<file path="config.mk">
export PLATFORM = sky130hd
export DESIGN_NAME = lockstep_instr_feeder
export DESIGN_NICKNAME = d
export VERILOG_FILES = /design/src/rtl/lockstep_instr_feeder.sv
export SDC_FILE = /design/constraint.sdc
export NUM_CORES = 1
export LEC_CHECK = 0
export ABC_AREA = 1
export CAP_MARGIN = 15
export CORE_UTILIZATION = 35
export DETAILED_ROUTE_END_ITERATION = 6
export GPL_ROUTABILITY_DRIVEN = 0
export SLEW_MARGIN = 20
export SYNTH_ARGS = -nofsm -noshare
export SYNTH_HDL_FRONTEND = slang
export SYNTH_SLANG_ARGS = --single-unit
</file>
<file path="constraint.sdc">
create_clock -name clk_i -period 2.65 [get_ports clk_i]
set_clock_uncertainty 0.15 [all_clocks]
set_input_delay 0.6625 -clock clk_i [delete_from_list [all_inputs] [get_ports clk_i]]
set_output_delay 0.6625 -clock clk_i [all_outputs]
set_load 0.01 [all_outputs]
</file>
<file path="src/rtl/lockstep_instr_feeder.sv">
// Drives one stored program into NUM_CH valid/ready channels, stalling a channel after each load/store
// and latching the first RUN cycle on which the channels' ready inputs disagree. Option: LOCKSTEP_SYNC_EN.
module lockstep_instr_feeder #(
    parameter int NUM_CH     = 2,
    parameter int PROG_DEPTH = 4,
    parameter int INSTR_W    = 32,
    parameter int MEMOP_GAP  = 1,
    parameter int CYC_W      = 16,
    localparam int AW        = (PROG_DEPTH > 1) ? $clog2(PROG_DEPTH) : 1
) (
    input  logic                        clk_i,
    input  logic                        rst_ni,
    input  logic                        start_i,
    input  logic                        prog_we_i,
    input  logic [AW-1:0]               prog_waddr_i,
    input  logic [INSTR_W-1:0]          prog_wdata_i,
    output logic [NUM_CH*INSTR_W-1:0]   instr_o,
    output logic [NUM_CH-1:0]           instr_valid_o,
    input  logic [NUM_CH-1:0]           instr_ready_i,
    output logic [NUM_CH-1:0]           ch_done_o,
    output logic                        busy_o,
    output logic                        diverge_o,
    output logic [CYC_W-1:0]            diverge_cycle_o,
    output logic [NUM_CH-1:0]           diverge_mask_o
);

    localparam int              PCW      = $clog2(PROG_DEPTH + 1);
    localparam int              GW       = (MEMOP_GAP > 0) ? $clog2(MEMOP_GAP + 1) : 1;
    localparam logic [PCW-1:0]  PC_END   = PCW'(PROG_DEPTH);
    localparam logic [GW-1:0]   GAP_LD   = GW'(MEMOP_GAP);
    localparam logic [6:0]      OP_LOAD  = 7'b0000011;
    localparam logic [6:0]      OP_STORE = 7'b0100011;

    typedef enum logic [1:0] {S_IDLE, S_RUN, S_DONE} state_e;

    state_e                 state_q, state_d;
    logic [INSTR_W-1:0]     prog_q [PROG_DEPTH];
    logic [INSTR_W-1:0]     prog_d [PROG_DEPTH];
    logic [PCW-1:0]         pc_q   [NUM_CH];
    logic [PCW-1:0]         pc_d   [NUM_CH];
    logic [GW-1:0]          gap_q  [NUM_CH];
    logic [GW-1:0]          gap_d  [NUM_CH];
    logic [CYC_W-1:0]       cyc_q, cyc_d;
    logic                   div_q, div_d;
    logic [CYC_W-1:0]       div_cyc_q, div_cyc_d;
    logic [NUM_CH-1:0]      div_mask_q, div_mask_d;

    logic [NUM_CH-1:0]          vld;
    logic [NUM_CH-1:0]          xfer;
    logic [NUM_CH*INSTR_W-1:0]  instr;
    logic                       all_done;

`ifdef LOCKSTEP_SYNC_EN
    logic [PCW-1:0]             min_pc;
    logic                       gaps_clear;
`endif

    function automatic logic is_memop(input logic [6:0] op);
        return (op == OP_LOAD) || (op == OP_STORE);
    endfunction

    // Offer logic looks only at registered state, so valid never depends on ready.
    always_comb begin
        instr     = '0;
        vld       = '0;
        ch_done_o = '0;
`ifdef LOCKSTEP_SYNC_EN
        min_pc     = PC_END;
        gaps_clear = 1'b1;
        for (int c = 0; c < NUM_CH; c++) begin
            if (pc_q[c] < PC_END) begin
                if (pc_q[c] < min_pc) min_pc = pc_q[c];
                if (gap_q[c] != '0) gaps_clear = 1'b0;
            end
        end
`endif
        for (int c = 0; c < NUM_CH; c++) begin
            for (int s = 0; s < PROG_DEPTH; s++) begin
                if (pc_q[c] == PCW'(s)) instr[c*INSTR_W +: INSTR_W] = prog_q[s];
            end
            vld[c] = (state_q == S_RUN) && (gap_q[c] == '0) && (pc_q[c] < PC_END)
`ifdef LOCKSTEP_SYNC_EN
                     && (pc_q[c] == min_pc) && gaps_clear
`endif
                     ;
            ch_done_o[c] = (pc_q[c] == PC_END);
        end
    end

    always_comb begin
        state_d    = state_q;
        prog_d     = prog_q;
        pc_d       = pc_q;
        gap_d      = gap_q;
        cyc_d      = cyc_q;
        div_d      = div_q;
        div_cyc_d  = div_cyc_q;
        div_mask_d = div_mask_q;
        xfer       = vld & instr_ready_i;
        all_done   = 1'b1;
        case (state_q)
            S_RUN: begin
                for (int c = 0; c < NUM_CH; c++) begin
                    if (gap_q[c] != '0) gap_d[c] = gap_q[c] - GW'(1);
                    if (xfer[c]) begin
                        pc_d[c] = pc_q[c] + PCW'(1);
                        if (is_memop(instr[c*INSTR_W +: 7])) gap_d[c] = GAP_LD;
                    end
                    if (pc_d[c] != PC_END) all_done = 1'b0;
                end
                if (cyc_q != '1) cyc_d = cyc_q + CYC_W'(1);
                if (!div_q && (instr_ready_i != '0) && (instr_ready_i != '1)) begin
                    div_d      = 1'b1;
                    div_cyc_d  = cyc_q;
                    div_mask_d = instr_ready_i;
                end
                // Leave RUN in the same cycle the last transfer lands.
                if (all_done) state_d = S_DONE;
            end
            default: begin
                if (prog_we_i) begin
                    for (int s = 0; s < PROG_DEPTH; s++) begin
                        if (prog_waddr_i == AW'(s)) prog_d[s] = prog_wdata_i;
                    end
                end
                if (start_i) begin
                    state_d    = S_RUN;
                    pc_d       = '{default: '0};
                    gap_d      = '{default: '0};
                    cyc_d      = '0;
                    div_d      = 1'b0;
                    div_cyc_d  = '0;
                    div_mask_d = '0;
                end
            end
        endcase
    end

    always_ff @(posedge clk_i or negedge rst_ni) begin
        if (!rst_ni) begin
            state_q    <= S_IDLE;
            prog_q     <= '{default: '0};
            pc_q       <= '{default: '0};
            gap_q      <= '{default: '0};
            cyc_q      <= '0;
            div_q      <= 1'b0;
            div_cyc_q  <= '0;
            div_mask_q <= '0;
        end else begin
            state_q    <= state_d;
            prog_q     <= prog_d;
            pc_q       <= pc_d;
            gap_q      <= gap_d;
            cyc_q      <= cyc_d;
            div_q      <= div_d;
            div_cyc_q  <= div_cyc_d;
            div_mask_q <= div_mask_d;
        end
    end

    assign instr_o         = instr;
    assign instr_valid_o   = vld;
    assign busy_o          = (state_q == S_RUN);
    assign diverge_o       = div_q;
    assign diverge_cycle_o = div_cyc_q;
    assign diverge_mask_o  = div_mask_q;

endmodule

</file>
Word-level counts from Yosys, hierarchy flattened
Cells that the tools add are included.
- register bits: 173
- word-level logic and storage cells: 106
- output and inout port bits: 88
- reductions and logical operators: 21
- $lt $le $gt $ge: 2
- equality and inequality tests: 23
- bitwise gates (word level): 4
- add/subtract/negate cells: 5
- muxes and demuxes: 38
- operators with widths (cell ; number):
    $mux W32 ; 8
    $mux W16 ; 5
    $add A16 B1 Y16 const B ; 1
    $ne A16 B16 Y1 const B ; 1
    $eq A7 B2 Y1 const B ; 2
    $eq A7 B6 Y1 const B ; 2
    $mux W2 ; 7
    $eq A3 B2 Y1 const B ; 4
    $mux W1 ; 12
    $mux W3 ; 4
    $mux W6 ; 2
    $reduce_and A3 Y1 ; 4
    $add A3 B1 Y3 const B ; 2
    $eq A3 B1 Y1 const B ; 2
    $eq A3 B3 Y1 const B ; 2
    $logic_and A1 B1 Y1 ; 6
    $logic_not A3 Y1 ; 2
    $lt A3 B3 Y1 const B ; 2
    $ne A2 B1 Y1 const B ; 3
    $ne A3 B3 Y1 const B ; 2
    $reduce_and A2 Y1 ; 3
    $eq A2 B1 Y1 const B ; 2
    $eq A2 B2 Y1 const B ; 2
    $reduce_bool A2 Y1 ; 2
    other kinds (7) ; 11

Logic depth before layout (Yosys ltp)
Gate-level depths: netlist of run 1.
- word-level depth: 12
- gate-level depth with buffers: 14

Least setup slack after synthesis of run 1
OpenSTA, ideal clock, no wires.
- path type: reg-to-output
- start: register pc_q[5] (netlist bit)
- end: output port instr_o[17]
- data required time: 1.837 ns
- data arrival time: 1.827 ns
- cell stages (with the launch flop): 9
- buffers on the path: 3
- slack: 0.011 ns
- cell sequence: dfrtp_1 -> inv_2 -> buf_2 -> ha_1 -> inv_1 -> clkbuf_1 -> clkbuf_1 -> o211ai_1 -> o21ai_1
- longest elaborated chain between the ends: 5
- elaborated cells between the ends (all ways): 8
- ends and longest elaborated chain (element ; RTL line ; source):
    from (decl) ; 39 ; logic [PCW-1:0] pc_q [NUM_CH];
    from (signal assigned) ; 152 ; pc_q <= pc_d;
    $logic_not A3 Y1 ; 79 ; if (pc_q[c] == PCW'(s)) instr[c*INSTR_W +: INSTR_W] = prog_q[s];
    $mux W32 (3 in a row) ; 79 ;
    $mux W32 * ; 79 ;
    to (decl) ; 17 ; output logic [NUM_CH*INSTR_W-1:0] instr_o,
Every way passes the cells marked *; elsewhere a longest branch is shown, timed or not.

Final worst setup path of run 1
- start: register pc_q[1] (netlist bit)
- end: output port instr_o[45]
Same word-level chain as after synthesis.

==> reports/qor.log, run 1 <==
INFO  detailed_routing route.vias.total=8916
INFO  timing         timing.setup.tns=-13240ps
INFO  worst_setup_path critical_path.endpoint_type=output pin
INFO  worst_setup_path worst_ep_required_time=1840ps
INFO  die            boundaryPins=128
INFO  cts            clk_transition_reported_paths=70ps
INFO  global_route   grt_antenna_before_repair=0
INFO  worst_setup_path worst_setup_path_endpoint=instr_o[45]
INFO  power          power.ir.vdd_worst=0.4755mV
INFO  detailed_routing total_met2_wirelength_after_detailed_routing=14000um
INFO  global_route   grt_pass1_wl=44430um
INFO  finish         antenna-diode-count=0
INFO  global_route   grt_max_degree=68
INFO  detailed_routing post_drt_via_cell_ratio=5.115
INFO  finish         layout.cells.most_common_list=291 x nand2_1, 171 x dfrtp_1, 143 x o21ai_0, 106 x inv_1, 69 x buf_4
INFO  worst_setup_path timing.rr.start=pc_q[3]
INFO  power          netsw=6.415mW
INFO  die            floorplan.initialDensity=35.70%
INFO  logic_synthesis synth_area=9304um^2
INFO  timing         finalWorstPathRequiredPeriod=2955ps
INFO  logic_synthesis synth.yosys.warnings=0
INFO  cts            insertion_delay=430ps
INFO  detailed_routing wirelength_met1=12470um
INFO  finish         areaGrowthSynthToFinish=42.64%
INFO  timing         setup_repair_after_global_routing_missed_its_margin=yes
INFO  timing         max-slew-margin-rel=57.46%
INFO  worst_setup_path worst_path_max_delay_cell=dfrtp_1
INFO  status         failed_checks=setup timing
INFO  job            maxCapViolCount=0
INFO  finish         layout-drive-gt1-share=30.68%
INFO  power          post-layout-total-power=15.05mW
INFO  hold_path      worst_min_delay_path_class=flop to flop
INFO  power          power.share.switching=42.61%
INFO  worst_setup_path critical-path-max-stage-delay=420ps
INFO  detailed_routing dr_wl_met3=1387um
INFO  power          seq_power_share=30.8%
INFO  die            die_w=165.0um
INFO  finish         multi_input_comb_area=4762um^2
INFO  logic_synthesis synth.net_count=1233
INFO  logic_synthesis postSynthRegisterBits=173
INFO  worst_setup_path setup.worst_path.class=flop to output pin
INFO  global_route   number_of_global_route_vias_before_repair=8495
INFO  detailed_routing routedWlPerCell=16.38um
INFO  global_route   global_route.overflow_total=0
INFO  worst_setup_path startpoint_of_the_worst_setup_timing_path=pc_q[1]
INFO  die            die_height=165.0um
INFO  power          power-per-cell-area=1134nW/um^2
INFO  worst_setup_path critPathArrivalTime=2140ps
INFO  logic_synthesis ys_async_sr_fraction=100.0%
INFO  logic_synthesis syn-mean-instance-area=7.871um^2
INFO  placed_design  placement.cell_area=11510um^2
INFO  logic_synthesis yosysTopAreaCell=dfrtp_1
INFO  timing         slew_violations=0
INFO  worst_setup_path most_common_cell_type_on_the_critical_path=buf_12
INFO  logic_synthesis synth.lib_cells_used.distinct=32
INFO  die            fp-row-count=59
INFO  cts            tritoncts.num_buffers=17
INFO  cts            ctsLongestPathBuffers=2
INFO  cts            tritoncts_clock_tree=done
INFO  finish         final_common_cell=nand2_1
INFO  die            die_area=27240um^2
INFO  worst_setup_path rr_endpoint=gap_q[1]
INFO  status         status=finished, violations left
INFO  timing         setup_ws=-305.5ps
INFO  detailed_routing residual_drc_count=0
INFO  worst_setup_path start_kind=flop
INFO  cts            cts_htree_levels=4
INFO  detailed_routing detail_route.iter0.violations=606
INFO  logic_synthesis yosys-top-cells-area=dfrtp_1 47%, nand2_1 14%, o21ai_0 8.7%, nand3_1 4.7%, inv_1 4.7%
INFO  logic_synthesis synth_flop_type=dfrtp_1
INFO  logic_synthesis synth_largest_type_area_fraction=46.53%
INFO  die            core_area=26060um^2
INFO  timing         finalSetupViolations=64
INFO  finish         postLayoutCellArea=13270um^2
INFO  worst_setup_path cell_by_cell_trace_of_the_critical_path=buf_6 > ha_4 > ha_4 > clkinv_4 > buf_12 > buf_12 > buf_12 > o211ai_1 > o21ai_1 > buf_2
INFO  detailed_routing routed_wl=28560um
INFO  logic_synthesis synth_enable_flop_cells=0
INFO  logic_synthesis postSynthCellCount=1182
INFO  finish         layout.nets=1446
INFO  logic_synthesis yosysSeqAreaShare=46.53%
INFO  placed_design  port-buffer-count=127
INFO  placed_design  dpl_worst_slack=-246.2ps
INFO  detailed_routing ant_nets=0
INFO  detailed_routing routed.top_layer=met4
INFO  power          total_leakage_power=6.650nW
INFO  power          cell_internal_pwr=8.640mW
INFO  worst_setup_path ff2ff_path_depth=15
INFO  finish         n_fill_cell=2429
INFO  cts            clockRootBuffer=clkbuf_16
INFO  timing         worst-slew-pin-transition=638.2ps
INFO  timing         hold_violations=0
INFO  timing         final_min_period_over_clock_period=111.5%
INFO  global_route   grt_use_total=21.01%
INFO  worst_setup_path reg2reg_slack=490ps
INFO  finish         regArea=4332um^2
INFO  placed_design  dpl.hpwl=17460um
INFO  power          clock_power_share=16.6%
INFO  timing         maxClockFrequency=0.3384GHz
INFO  detailed_routing dr.pass1.iters=7
INFO  cts            clkSinkCount=173
INFO  power          combinational_group_share_of_total_power=52.6%
INFO  worst_setup_path crit_path_max_fanout=6
==> power by group through the flow <==
stage          registers (mW)  logic [mW]  clock network, mW
6_report                 4.63        7.92               2.50
5_1_grt                  4.76        8.68               2.67
4_1_cts                  4.56        7.62               2.55
3_5_place_dp             4.52        7.02                  0
3_3_place_gp             4.51        6.92                  0
2_1_floorplan            4.37        3.74                  0
==> worst max-delay path: cells and delay by family (launching register included) <==
family / cells / cell delay [ps]
buffers and inverters: 6 / 710
flip-flops: 1 / 420
adder cells (fa/ha/maj): 2 / 310
AO/OA/AOI/OAI: 2 / 270
==> cells in the mapped netlist (9+ instances only) <==
master,number
nand2_1,345
buf_2,25
inv_2,9
o21ai_2,19
nand3_1,87
xor2_1,9
nor2_1,27
ha_1,11
o21ai_0,162
dfrtp_1,173
o21ai_1,40
nand3_2,17
o211ai_1,52
inv_1,116
clkbuf_1,31
==> state kept, by name, summed over array words and instances (netlist names) <==
| signal | flops |
|---|---|
| state_q | 2 |
| cyc_q | 16 |
| prog_q | 128 |
| diverge_mask_o | 2 |
| diverge_o | 1 |
| diverge_cycle_o | 16 |
| gap_q | 2 |
| pc_q | 6 |
==> what timing repair did <==
action | in CTS | in global routing
endpoints found under the setup margin | 66 | 68
cloned | 10 | 1
pin swaps | 37 | 40
gates resized for setup | 402 | 103
hold endpoints to repair | 14 | 0
setup buffers | 26 | 19
hold buffers | 1 | 0
==> logic make-up after synthesis <==
| family | after synthesis | share of synthesized area [%] |
|---|---|---|
| AND/OR/NAND/NOR | 511 | 24.27 |
| AO/OA/AOI/OAI | 284 | 17.98 |
| buffers and inverters | 194 | 8.889 |
| flip-flops | 173 | 46.53 |
| adder cells (fa/ha/maj) | 11 | 1.479 |
| XOR/XNOR | 9 | 0.8473 |
==> stage by stage <==
stage	instances	hold WS [ps]	utilization [%]
floorplan	1182	216.9	-
global placement	1658	315.7	44.16
CTS	1727	341.8	49.36
global route	1743	361.3	50.93
finish	1743	338.6	50.93
detailed placement	1658	323.1	44.16
==> how the worst min path moves through the flow <==
stage,from,endpoint,cells after the start,slack (ps)
global route,prog_q[11],prog_q[11],2,360
global placement,prog_q[7],prog_q[7],2,320
CTS,prog_q[11],prog_q[11],2,340
floorplan,rst_ni,cyc_q[0],0,220
finish,prog_q[29],prog_q[29],2,340
detailed placement,prog_q[11],prog_q[11],2,320
==> per-layer routing <==
layer / GRT usage (%) / up-vias
met5: 0 / -
li1: - / 4319
met4: 7.173 / 0
met2: 34.92 / 263
met3: 3.064 / 48
met1: 27.80 / 4286
==> area by class of cell <==
class	instances	area share [%]
Sequential cell	173	32.64
Clock inverter	14	1.141
Inverter	126	3.677
Clock buffer	18	3.309
Timing Repair Buffer	262	20.19
Multi-Input combinational cell	815	35.88
Tap cell	335	3.158
No activity file was read; power rests on OpenSTA's default activity.
==> run 2, diff against run 1 <==
CORE_UTILIZATION = 50   (was 35)
PLACE_DENSITY = 0.77   (was default)
==> run 2 against run 1 <==
Compared with the run above: the flow finishes with violations (DRC, setup timing); non-clock buffer count down 5; largest power group unchanged; hold slack worse by 270 ps; combinational power increased by 11%; clock power grew 8%; flip-flop and latch count unchanged; total power increased by 8.7%; first-iteration DRC count up 130%; critical path depth up 1.
==> reports/qor.log, run 2 (same netlist as run 1, synthesis figures left out) <==
INFO  status         status=finished, violations left
INFO  status         failed_checks=DRC, setup timing
INFO  detailed_routing residual_drc_count=15
INFO  timing         finalWorstPathRequiredPeriod=3158ps
INFO  cts            clk_transition_reported_paths=70ps
INFO  global_route   grt_antenna_before_repair=1
INFO  worst_setup_path worst_ep_required_time=1840ps
INFO  worst_setup_path timing.critical_path.buf_inv=4
INFO  timing         max-slew-margin-rel=56.41%
INFO  worst_setup_path timing.rr.start=pc_q[3]
INFO  power          netsw=7.198mW
INFO  timing         hold_violations=0
INFO  worst_setup_path ff2ff_path_depth=16
INFO  global_route   global_route.overflow_total=0
INFO  detailed_routing detail_route.iter0.violations=1385
INFO  placed_design  dpl.hpwl=16510um
INFO  die            floorplan.initialDensity=51.44%
INFO  die            core_area=18090um^2
INFO  timing         finalSetupViolations=65
INFO  finish         layout-drive-gt1-share=34.21%
INFO  finish         final_common_cell=nand2_1
INFO  timing         timing.setup.tns=-20480ps
INFO  hold_path      worst_min_delay_path_class=input pin to asynchronous set/reset pin
INFO  worst_setup_path reg2reg_slack=100ps
INFO  global_route   grt_pass1_wl=47570um
INFO  timing         worst-slew-pin-transition=653.9ps
INFO  worst_setup_path setup.worst_path.class=flop to output pin
INFO  power          seq_power_share=29.6%
INFO  timing         whs=69.24ps
INFO  detailed_routing dr.pass1.iters=7
INFO  worst_setup_path crit_path_max_fanout=8
INFO  placed_design  port-buffer-count=127
INFO  detailed_routing ant_nets=0
INFO  cts            clockRootBuffer=clkbuf_16
INFO  cts            tritoncts_clock_tree=done
INFO  finish         antenna-diode-count=0
INFO  die            boundaryPins=128
INFO  placed_design  dpl_worst_slack=-256.4ps
INFO  detailed_routing routed_wl=34170um
INFO  worst_setup_path critical_path.endpoint_type=output pin
INFO  power          power-per-cell-area=1216nW/um^2
INFO  worst_setup_path critPathArrivalTime=2350ps
INFO  timing         setup_repair_after_global_routing_missed_its_margin=yes
INFO  cts            ctsLongestPathBuffers=2
INFO  cts            cts_htree_levels=4
INFO  global_route   grt_max_degree=65
INFO  cts            insertion_delay=440ps
INFO  global_route   number_of_global_route_vias_before_repair=9326
INFO  die            die_w=138.4um
INFO  worst_setup_path critical_path_depth=11
INFO  finish         number_of_flip_flops_under_the_largest_register_name=128
INFO  job            maxCapViolCount=0
INFO  power          power.ir.vdd_worst=0.6535mV
INFO  power          total_leakage_power=6.984nW
INFO  finish         areaGrowthSynthToFinish=44.66%
INFO  power          clock_power_share=16.4%
INFO  timing         slew_violations=0
INFO  finish         layout.cells.most_common_list=250 x nand2_1, 171 x dfrtp_1, 141 x o21ai_0, 102 x inv_1, 70 x buf_4
INFO  timing         final_min_period_over_clock_period=119.2%
INFO  timing         maxClockFrequency=0.3166GHz
INFO  timing         setup_ws=-508.4ps
INFO  worst_setup_path critical-path-max-stage-delay=440ps
INFO  power          cell_internal_pwr=9.162mW
INFO  worst_setup_path worst_setup_path_endpoint=instr_o[22]
INFO  finish         top_register=prog_q
INFO  finish         layout.nets=1441
INFO  detailed_routing post_drt_via_cell_ratio=6.134
INFO  die            fp-row-count=49
INFO  power          power.share.switching=44.00%
INFO  worst_setup_path worst_path_max_delay_cell=dfrtp_1
INFO  global_route   grt_use_total=31.42%
INFO  cts            tritoncts.num_buffers=17
INFO  worst_setup_path cell_by_cell_trace_of_the_critical_path=inv_2 > ha_4 > nand2_4 > nor2_4 > buf_6 > buf_16 > nand2_2 > nand3_2 > o211ai_1 > o21ai_1 > buf_2
INFO  worst_setup_path rr_endpoint=gap_q[1]
INFO  worst_setup_path crit_family=buffers and inverters
INFO  power          combinational_group_share_of_total_power=53.9%
INFO  cts            post_cts_hold_buffer_count=0
INFO  die            die_height=138.4um
INFO  worst_setup_path start_kind=flop
INFO  die            die_area=19160um^2
INFO  detailed_routing route.vias.total=10010
INFO  worst_setup_path startpoint_of_the_worst_setup_timing_path=pc_q[3]
INFO  detailed_routing routedWlPerCell=20.94um
INFO  cts            clkSinkCount=173
run 2: worst min path at each step:
stage / from / end / slack, ps / cells after the start
2_1_floorplan: rst_ni / cyc_q[0] / 220 / 0
3_3_place_gp: prog_q[12] / prog_q[12] / 320 / 2
3_5_place_dp: prog_q[15] / prog_q[15] / 320 / 2
4_1_cts: rst_ni / prog_q[14] / 90 / 1
5_1_grt: rst_ni / prog_q[12] / 110 / 1
6_report: rst_ni / prog_q[14] / 70 / 1
run 2: power groups by stage:
stage	Combinational [mW]	Sequential (mW)	Clock [mW]
after global placement	6.66	4.48	0
after global routing	9.38	4.92	2.80
final	8.83	4.84	2.69
after CTS	7.45	4.55	2.66
after floorplan	3.74	4.37	0
after detailed placement	6.81	4.51	0
run 2: final cells by class:
cell class,instances,area (um^2)
fillers,1098,4627
well taps,229,286.5
clock inverters,11,157.7
clock buffers,21,470.5
repair buffers,257,2633
inverters,126,505.5
flip-flops and latches,173,4332
multi-input cells,815,5075
run 2: timing repair:
action | 4_1_cts | 5_1_grt
pin swaps | 49 | 87
setup endpoints to repair | 66 | 66
buffers inserted | 35 | 14
cloned | 12 | 3
resized for setup | 421 | 186
run 2: metrics by stage:
step / power (mW) / cell area, um^2 / std cells / util, %
detailed placement: 11.32 / 11270 / 1546 / 62.30
floorplan: 8.111 / 9304 / 1182 / -
finish: 16.36 / 13460 / 1632 / 74.42
CTS: 14.66 / 12680 / 1622 / 70.10
global route: 17.11 / 13460 / 1632 / 74.42
global placement: 11.14 / 11270 / 1546 / 62.30
run 2: layer usage:
layer  track usage [%]  share of wire (%)  routed length [um]  vias to the layer above
met3             5.750                9.2                3144                      185
met5                 0                  0                   0                        -
met2             52.26                 47               16180                      676
li1                  -                  -                   -                     4316
met4             17.03                6.5                2226                        0
met1             38.97                 37               12620                     4833
==> run 3, diff against run 2 <==
CTS_BUF_LIST = sky130_fd_sc_hd__clkbuf_4 sky130_fd_sc_hd__clkbuf_8 sky130_fd_sc_hd__clkbuf_16   (was default)
TNS_END_PERCENT = 10   (was default)
==> run 3 against run 2 <==
Compared with the run above: the flow still finishes with violations (DRC, setup timing); final cell count fell by 0.55%; final area decreased by 5.6%; sequential share of layout area rose by 1.9 points; register-to-register slack improved by 380 ps; wire length shrank 14%; non-clock buffer count shrank 9; largest power group unchanged; highest routed layer unchanged.
==> reports/qor.log, run 3 (same netlist as run 1, synthesis figures left out) <==
INFO  detailed_routing detail_route.iter0.violations=975
INFO  worst_setup_path crit_path_max_fanout=5
INFO  worst_setup_path setup.worst_path.class=flop to output pin
INFO  global_route   number_of_global_route_vias_before_repair=8977
INFO  timing         finalWorstPathRequiredPeriod=3009ps
INFO  worst_setup_path critical_path.endpoint_type=output pin
INFO  placed_design  dpl.hpwl=16510um
INFO  die            die_w=138.4um
INFO  timing         max-slew-margin-rel=56.07%
INFO  worst_setup_path critPathArrivalTime=2200ps
INFO  detailed_routing residual_drc_count=14
INFO  cts            ctsLongestPathBuffers=2
INFO  global_route   global_route.overflow_total=0
INFO  timing         slew_violations=0
INFO  detailed_routing ant_nets=0
INFO  finish         top_register=prog_q
INFO  finish         number_of_flip_flops_under_the_largest_register_name=128
INFO  timing         maxClockFrequency=0.3323GHz
INFO  status         status=finished, violations left
INFO  detailed_routing dr.pass1.iters=7
INFO  timing         finalSetupViolations=65
INFO  worst_setup_path worst_path_max_delay_cell=dfrtp_1
INFO  global_route   grt_use_total=29.63%
INFO  power          power.ir.vdd_worst=0.7484mV
INFO  timing         worst-slew-pin-transition=659.0ps
INFO  die            boundaryPins=128
INFO  cts            cts_htree_levels=4
INFO  worst_setup_path most_common_cell_type_on_the_critical_path=nand2_4
INFO  global_route   grt_antenna_before_repair=0
INFO  die            core_area=18090um^2
INFO  timing         final_min_period_over_clock_period=113.6%
INFO  hold_path      worst_min_delay_path_class=input pin to asynchronous set/reset pin
INFO  power          total_leakage_power=6.317nW
INFO  worst_setup_path start_kind=flop
INFO  cts            clk_transition_reported_paths=70ps
INFO  global_route   grt_pass1_wl=45040um
INFO  cts            tritoncts.num_buffers=17
INFO  cts            clockRootBuffer=clkbuf_16
INFO  finish         layout.nets=1432
INFO  die            fp-row-count=49
INFO  timing         hold_violations=0
INFO  die            die_area=19160um^2
INFO  cts            tritoncts_clock_tree=done
INFO  die            floorplan.initialDensity=51.44%
INFO  detailed_routing post_drt_via_cell_ratio=5.800
INFO  worst_setup_path cell_by_cell_trace_of_the_critical_path=inv_2 > ha_4 > nand2_4 > nor2_4 > buf_6 > buf_12 > nand2_4 > nand3_2 > o211ai_1 > o21ai_1 > buf_2
INFO  power          post-layout-total-power=15.13mW
INFO  status         failed_checks=DRC, setup timing
INFO  finish         final_common_cell=nand2_1
INFO  cts            post_cts_hold_buffer_count=0
INFO  worst_setup_path critical-path-max-stage-delay=440ps
INFO  worst_setup_path worst_ep_required_time=1840ps
INFO  timing         setup_ws=-359.1ps
INFO  finish         antenna-diode-count=0
INFO  timing         setup_repair_after_global_routing_missed_its_margin=yes
INFO  global_route   grt_max_degree=65
INFO  finish         layout-drive-gt1-share=26.90%
INFO  placed_design  dpl_worst_slack=-256.4ps
INFO  placed_design  port-buffer-count=127
INFO  detailed_routing routedWlPerCell=18.21um
INFO  die            die_height=138.4um
INFO  finish         layout.cells.most_common_list=308 x nand2_1, 171 x dfrtp_1, 143 x o21ai_0, 106 x inv_1, 69 x buf_4
INFO  power          power-per-cell-area=1190nW/um^2
INFO  cts            insertion_delay=440ps
INFO  job            maxCapViolCount=0
INFO  cts            clkSinkCount=173
INFO  finish         areaGrowthSynthToFinish=36.62%
INFO  detailed_routing routed_wl=29550um
INFO  detailed_routing route.vias.total=9413
[run 3: cell count changes in the layout (fill, tap and decap cells not counted), sizes merged]
cell  delta
buf      -9
[run 3: per-stage QoR]
step                util, %  TNS, ps  hold slack (ps)  area [um^2]  cells
floorplan                 -        0            216.9         9304   1182
global placement      62.30    -8863            315.5        11270   1546
detailed placement    62.30   -11200            322.6        11270   1546
CTS                   68.24   -10580            86.52        12340   1614
global route          70.28   -20110            103.0        12710   1623
finish                70.28   -16020            55.41        12710   1623
[run 3: metal layers]
metal / share of wire [%] / global-route usage [%]
met4: 4.7 / 14.37
met5: 0 / 0
met2: 49 / 48.41
met1: 39 / 37.31
met3: 7.8 / 6.685
[run 3: cell type report]
cell class / instances / area, um^2
timing repair buffer: 248 / 2412
inverter: 126 / 495.5
tap: 229 / 286.5
clock inverter: 11 / 157.7
multi-input combinational: 815 / 4553
clock buffer: 21 / 474.2
sequential: 173 / 4332
fill: 1279 / 5375
[run 3: worst max-delay path, delay by kind of cell (launching register included)]
kind                       cells  cell delay [ps]
DFF                            1              440
AOI/OAI and AO/OA              2              250
and+or+nand+nor                4              260
adders and majority gates      1              180
buffers and inverters          4              630
[run 3: path summary, 6_finish.rpt]
| check | from | endpoint | slack, ps | depth (start not counted) |
|---|---|---|---|---|
| max reg2reg | pc_q[3] | gap_q[1] | 480 | 15 |
| min | rst_ni | prog_q[12] | 60 | 1 |
| max | pc_q[3] | instr_o[8] | -360 | 11 |
| min in group clk_i | prog_q[24] | prog_q[24] | 340 | 2 |
| max in group asynchronous | rst_ni | prog_q[88] | 1640 | 2 |
| min reg2reg | prog_q[24] | prog_q[24] | 340 | 2 |
[run 3: repair_timing]
action,CTS,global route
buffers inserted,29,9
resized for setup,367,77
gates cloned,8,3
hold endpoints to repair,0,0
pin swaps,35,42
setup endpoints to repair,66,67
[run 3: power breakdown]
group	total (mW)	switching (mW)	leakage [nW]	internal, mW
combinational	7.82	4.33	3.81	3.50
sequential	4.64	0.931	2.20	3.71
clock	2.67	1.09	0.303	1.58
total	15.1	6.34	6.32	8.79
